## src/rtl/graph_record_drain_pkg.sv

```systemverilog
`default_nettype none
// ============================================================================
// Module      : graph_pkg
// Description : Shared types and constants for the graph fetch/drain path:
//               default vertex geometry, drain FSM state encoding and a
//               packed record type for downstream stages.
// Revision    : 1.0 - initial release
// ============================================================================
package graph_pkg;

    localparam int DIM_DEFAULT   = 4;
    localparam int WIDTH_DEFAULT = 32;

    typedef enum logic [2:0] {
        IDLE     = 3'd0,
        WAIT_ID  = 3'd1,
        POP_POS  = 3'd2,
        WAIT_POS = 3'd3,
        EMIT     = 3'd4
    } drain_state_t;

    // One neighbor record: ID plus its position words, word k in pos[k].
    typedef struct packed {
        logic [WIDTH_DEFAULT-1:0]                  id;
        logic [DIM_DEFAULT-1:0][WIDTH_DEFAULT-1:0] pos;
    } graph_record_t;

    // Width of a word index able to address DIM slots (at least one bit).
    function automatic int idx_width(input int dim);
        return (dim > 1) ? $clog2(dim) : 1;
    endfunction

endpackage
`default_nettype wire

```

## src/rtl/graph_record_drain_pop_tracker.sv

```systemverilog
`default_nettype none
// ============================================================================
// Module      : pop_tracker
// Description : Pop-side bookkeeping for one FIFO. Issues a single-cycle pop
//               pulse when requested and allowed, keeps the outstanding flag
//               until the FIFO answers, and flags answers nobody asked for.
// Revision    : 1.0 - initial release
// ============================================================================
module pop_tracker
    import graph_pkg::*;
(
    input  logic clk_in,
    input  logic rst_in,
    input  logic req_in,         // owner wants to pop this cycle
    input  logic empty_in,       // FIFO empty
    input  logic valid_in,       // FIFO response valid
    output logic deq_out,        // pop pulse
    output logic take_out,       // response belongs to our outstanding pop
    output logic unexpected_out  // response with nothing outstanding
);

    logic outstanding_q, outstanding_d;

    // Pop only when allowed, never during reset, and never with one in flight.
    always_comb begin
        deq_out        = req_in & ~empty_in & ~outstanding_q & ~rst_in;
        take_out       = valid_in & outstanding_q;
        unexpected_out = valid_in & ~outstanding_q;
        outstanding_d  = outstanding_q;
        if (deq_out) begin
            outstanding_d = 1'b1;
        end else if (take_out) begin
            outstanding_d = 1'b0;
        end
    end

    // Outstanding flag register.
    always_ff @(posedge clk_in) begin
        if (rst_in) begin
            outstanding_q <= 1'b0;
        end else begin
            outstanding_q <= outstanding_d;
        end
    end

endmodule
`default_nettype wire

```

## src/rtl/graph_record_drain.sv

```systemverilog
`default_nettype none
// ============================================================================
// Module      : graph_record_drain
// Description : Reader end of the graph_fetch neighbor and position FIFOs.
//               Pops one neighbor ID then DIM position words, packs them into
//               a record and offers it downstream over valid/ready.
// Revision    : 1.0 - initial release
// ============================================================================
module graph_record_drain
    import graph_pkg::*;
#(
    parameter int DIM   = DIM_DEFAULT,
    parameter int WIDTH = WIDTH_DEFAULT
) (
    input  logic                 clk_in,
    input  logic                 rst_in,
    output logic                 neigh_deq_out,
    input  logic [WIDTH-1:0]     neigh_data_in,
    input  logic                 neigh_valid_in,
    input  logic                 neigh_empty_in,
    output logic                 pos_deq_out,
    input  logic [WIDTH-1:0]     pos_data_in,
    input  logic                 pos_valid_in,
    input  logic                 pos_empty_in,
    output logic [WIDTH-1:0]     rec_id_out,
    output logic [DIM*WIDTH-1:0] rec_pos_out,
    output logic                 rec_valid_out,
    input  logic                 rec_ready_in,
    output logic [31:0]          rec_count_out,
    output logic                 err_out
);

    localparam int IDX_W = idx_width(DIM);

    drain_state_t         state_q, state_d;
    logic [IDX_W-1:0]     idx_q, idx_d;
    logic [WIDTH-1:0]     id_q, id_d;
    logic [DIM*WIDTH-1:0] pos_q, pos_d;
    logic [31:0]          count_q, count_d;
    logic                 err_q, err_d;

    logic neigh_req, neigh_take, neigh_unexp;
    logic pos_req, pos_take, pos_unexp;

    pop_tracker u_neigh_trk (
        .clk_in         (clk_in),
        .rst_in         (rst_in),
        .req_in         (neigh_req),
        .empty_in       (neigh_empty_in),
        .valid_in       (neigh_valid_in),
        .deq_out        (neigh_deq_out),
        .take_out       (neigh_take),
        .unexpected_out (neigh_unexp)
    );

    pop_tracker u_pos_trk (
        .clk_in         (clk_in),
        .rst_in         (rst_in),
        .req_in         (pos_req),
        .empty_in       (pos_empty_in),
        .valid_in       (pos_valid_in),
        .deq_out        (pos_deq_out),
        .take_out       (pos_take),
        .unexpected_out (pos_unexp)
    );

    // Next-state, record assembly and pop requests.
    always_comb begin
        state_d   = state_q;
        idx_d     = idx_q;
        id_d      = id_q;
        pos_d     = pos_q;
        count_d   = count_q;
        neigh_req = 1'b0;
        pos_req   = 1'b0;
        // Stray responses are ignored by the datapath but remembered forever.
        err_d     = err_q | neigh_unexp | pos_unexp;

        case (state_q)
            IDLE: begin
                neigh_req = 1'b1;
                if (neigh_deq_out) begin
                    state_d = WAIT_ID;
                end
            end
            WAIT_ID: begin
                if (neigh_take) begin
                    id_d    = neigh_data_in;
                    idx_d   = '0;
                    state_d = POP_POS;
                end
            end
            POP_POS: begin
                pos_req = 1'b1;
                if (pos_deq_out) begin
                    state_d = WAIT_POS;
                end
            end
            WAIT_POS: begin
                if (pos_take) begin
                    for (int k = 0; k < DIM; k++) begin
                        if (idx_q == IDX_W'(k)) begin
                            pos_d[k*WIDTH +: WIDTH] = pos_data_in;
                        end
                    end
                    if (idx_q == IDX_W'(DIM - 1)) begin
                        state_d = EMIT;
                    end else begin
                        idx_d   = idx_q + 1'b1;
                        state_d = POP_POS;
                    end
                end
            end
            EMIT: begin
                if (rec_ready_in) begin
                    count_d   = count_q + 32'd1;
                    // Start the next record in the accept cycle when possible.
                    neigh_req = 1'b1;
                    state_d   = neigh_deq_out ? WAIT_ID : IDLE;
                end
            end
            default: begin
                state_d = IDLE;
            end
        endcase
    end

    // State and record registers.
    always_ff @(posedge clk_in) begin
        if (rst_in) begin
            state_q <= IDLE;
            idx_q   <= '0;
            id_q    <= '0;
            pos_q   <= '0;
            count_q <= '0;
            err_q   <= 1'b0;
        end else begin
            state_q <= state_d;
            idx_q   <= idx_d;
            id_q    <= id_d;
            pos_q   <= pos_d;
            count_q <= count_d;
            err_q   <= err_d;
        end
    end

    // Record fields are only written before EMIT, so they hold while stalled.
    always_comb begin
        rec_id_out    = id_q;
        rec_pos_out   = pos_q;
        rec_valid_out = (state_q == EMIT);
        rec_count_out = count_q;
        err_out       = err_q;
    end

endmodule
`default_nettype wire

```

## config.mk

```make
export PLATFORM = sky130hd
export DESIGN_NAME = graph_record_drain
export DESIGN_NICKNAME = d
export VERILOG_FILES = /design/src/rtl/graph_record_drain_pkg.sv /design/src/rtl/graph_record_drain_pop_tracker.sv /design/src/rtl/graph_record_drain.sv
export SDC_FILE = /design/constraint.sdc
export NUM_CORES = 1
export LEC_CHECK = 0
export CAP_MARGIN = 5
export CORE_MARGIN = 4
export CORE_UTILIZATION = 30
export DETAILED_ROUTE_END_ITERATION = 16
export GPL_TIMING_DRIVEN = 0
export SYNTH_ARGS = -nofsm -noshare
export SYNTH_HDL_FRONTEND = slang
export SYNTH_HIERARCHICAL = 1
export SYNTH_SLANG_ARGS = --single-unit
```

## constraint.sdc

```tcl
create_clock -name clk_in -period 1.9 [get_ports clk_in]
set_input_delay 0.285 -clock clk_in [delete_from_list [all_inputs] [get_ports clk_in]]
set_output_delay 0.285 -clock clk_in [all_outputs]
set_load 0.03 [all_outputs]
```

==> summary.txt <==
Logic synthesis
  – Number of enable flip-flop cells after synthesis: 0
  – Top_reg_cell synth: dfxtp_1
  – Post-synth cell types: 43
  – Syn Area/Cell: 7.93 sq um
  – Simple-gate share of the synthesized area: 25.4%
  – Ys async rst share: 0%
  – Synth Area in Adders: 0.834%
  – FF+latch count, synth: 200
  – Synth Area in XOR/XNOR: 1.17%
  – Cells after synthesis: 946
  – Complex-gate fraction of the synthesized area: 14.7%
  – Mapped Area: 7500 sq um
  – Register area share after synthesis: 53.4%
  – Synth warn: 6
  – Synthesized netlist net count: 1022
  – Mux contribution to synthesized area: 0.417%
  – Largest family of logic cells by synthesized area: simple AND/OR/NAND/NOR gates

Power
  – Leakage: 0.00401 uW
  – Power per cell area: 714 nW/um^2
  – Combinational cell fraction of total power: 5.1%
  – NetSw: 2180 uW
  – Clock power frac: 44.9%
  – VDD IR max: 495 uV
  – Register share of total power: 50.0%
  – Internal power: 6210 uW
  – Switching part of the total power: 26.0%

Global routing
  – Initial antenna violation count: 0
  – Largest net degree at the start of global routing: 23
  – Vias in the first global route: 7088
  – Grt total ovfl: 0
  – GRT Resource Usage Total: 18.4%
  – Global-route wire length before repair: 41100 um

Drt
  – First-pass DRT Iterations: 4
  – Antenna-violating nets left: 0
  – Via density per instance: 4.76
  – Drt first-iter violations: 396
  – Drt total wl: 26600 um
  – Vias: 7518
  – Drc violations: 0
  – Drt wl/cell: 16.8 um

Floorplanning
  – Die X: 166 um
  – Core area: 24500 sq um
  – Die area: 27600 sq um
  – Die height: 166 um
  – Starting Density: 30.6%
  – I/O pin count: 267
  – Std cell rows: 57

Clock tree
  – Worst-path clk slew: 90 ps
  – Clk root buf: clkbuf_16
  – TritonCTS buffer count: 17
  – TritonCTS clock tree: built
  – Max clock buf depth: 2
  – H-tree levels: 4
  – Clock Sinks: 200
  – Worst skew pair latency: 440 ps

Worst setup path
  – Crit path DAT: 2300 ps
  – CP Capture Type: register
  – Worst EP required: 2260 ps
  – Crit start category: register
  – Critical path class: register to register
  – Crit-path max FO: 5

Final layout
  – Final core occ: 48.1%
  – Nets: 1319
  – Layout cells sized above 1: 14.0%
  – Most common cell after layout, fill and taps aside: nand2_1
  – # diodes: 0
  – Layout fillers: 2358
  – Commonest non-fill, non-tap cells in the layout: nand2_1 (338), clkdlybuf4s50_1 (251), dfxtp_1 (180)
  – P&R area growth vs syn: 56.9%
  – Finished Cell Area: 11800 sq um

STA
  – Tmin final: 1930 ps
  – Slew margin rel.: 56.1%
  – Max Slew Vio Count: 0
  – Fin Clk Skew: 15.1 ps
  – Final WS setup: -32.5 ps
  – Period utilisation layout: 102%
  – Final setup viols: 8
  – Hold_ws: 395 ps
  – Fin. Hold Viols: 0
  – Worst-Margin Slew: 659 ps
  – RSZ-0062 raised after global routing: true
  – Max Fclk: 517 MHz

Run status
  – Outcome: finished, violations left
  – Failing checks: setup timing

Place
  – Post-DP HPWL: 19200 um
  – RePlAce Congestion: 0.827
  – PortBufs: 266
  – DP Area: 10600 sq um

Flow run
  – Max-cap violations: 0

Worst hold path
  – Worst min path class: input pin to register
[layout make-up]
type	instances	area, sq um	share of cell area [%]
Tap cell	324	405	3.45
Sequential cell	200	4050	34.5
Clock inverter	15	189	1.61
Clock buffer	17	425	3.62
Timing Repair Buffer	286	2850	24.3
Multi-Input combinational cell	667	3420	29.1
Buffer	62	379	3.22
Inverter	9	33.8	0.287
[final timing paths]
check / from / to / slack (ps) / depth (start not counted)
worst max-delay path: rec_count_out[0] / rec_count_out[28] / -30 / 6
worst min-delay path: neigh_data_in[10] / rec_id_out[10] / 400 / 3
worst max register to register: rec_count_out[0] / rec_count_out[28] / -30 / 6
worst min register to register: rec_id_out[13] / rec_id_out[13] / 450 / 2
[synthesized netlist by cell type (9+ instances only)]
cell type / number / area (sq um)
nor2_1: 17 / 63.8
inv_1: 9 / 33.8
dfxtp_1: 200 / 4000
o31ai_1: 12 / 90.1
clkbuf_1: 66 / 248
a21oi_1: 186 / 931
or4_1: 15 / 113
nand4_1: 10 / 62.6
or3_1: 10 / 62.6
nand2_1: 339 / 1270
[registers in the layout, summed over array words and instances, names as in the netlist]
signal and cells:
rec_id_out 32, u_neigh_trk/outstanding_q 1, err_out 1, idx_q 2, state_q 3, u_pos_trk/outstanding_q 1
rec_pos_out 128, rec_count_out 32
[timing repair]
action                                 in CTS  in global routing
hold buffers                                0                  0
endpoints found under the hold margin       0                  0
setup buffers                               2                 17
setup endpoints to repair                 168                180
resized for setup                          84                119
gates cloned                                0                  1
pin swaps                                   3                 21
[through the flow]
| stage | instances | worst slack, ps | TNS [ps] | total power [uW] |
|---|---|---|---|---|
| 6_report | 1580 | -32.5 | -122 | 8390 |
| 3_5_place_dp | 1536 | -908 | -134330 | 4710 |
| 4_1_cts | 1565 | -51.1 | -760 | 8480 |
| 3_3_place_gp | 1536 | -909 | -134000 | 4720 |
| 5_1_grt | 1580 | -89.9 | -801 | 8670 |
| 2_1_floorplan | 946 | 2.17 | 0 | 4440 |
[logic make-up after synthesis]
group                      after synthesis
and+or+nand+nor                        437
AOI/OAI and AO/OA                      212
DFF                                    200
buffers and inverters                   79
xor gates and xnor gates                10
adders and majority gates                5
muxes                                    3
[critical path, stage by stage, from the launching register on]
cell	delay (ps)
dfxtp_4	390
ha_4	150
nand3_2	70
or4_4	550
buf_12	150
or4_4	410
a21oi_2	140
[per-layer routing]
layer	up-vias	routed length [um]	GRT usage, %
met2	219	12500	30.1
li1	3743	-	-
met5	-	0	0
met4	0	421	4.63
met1	3531	11800	23.6
met3	25	1930	6.02
[power by group through the flow]
| stage | combinational [uW] | sequential, uW | clock, uW |
|---|---|---|---|
| after global routing | 460 | 4200 | 4000 |
| after CTS | 419 | 4200 | 3860 |
| after detailed placement | 406 | 4310 | 0 |
| final | 428 | 4200 | 3770 |
| after floorplan | 113 | 4320 | 0 |
| after global placement | 409 | 4310 | 0 |
Power figures use the tool's default switching activity.
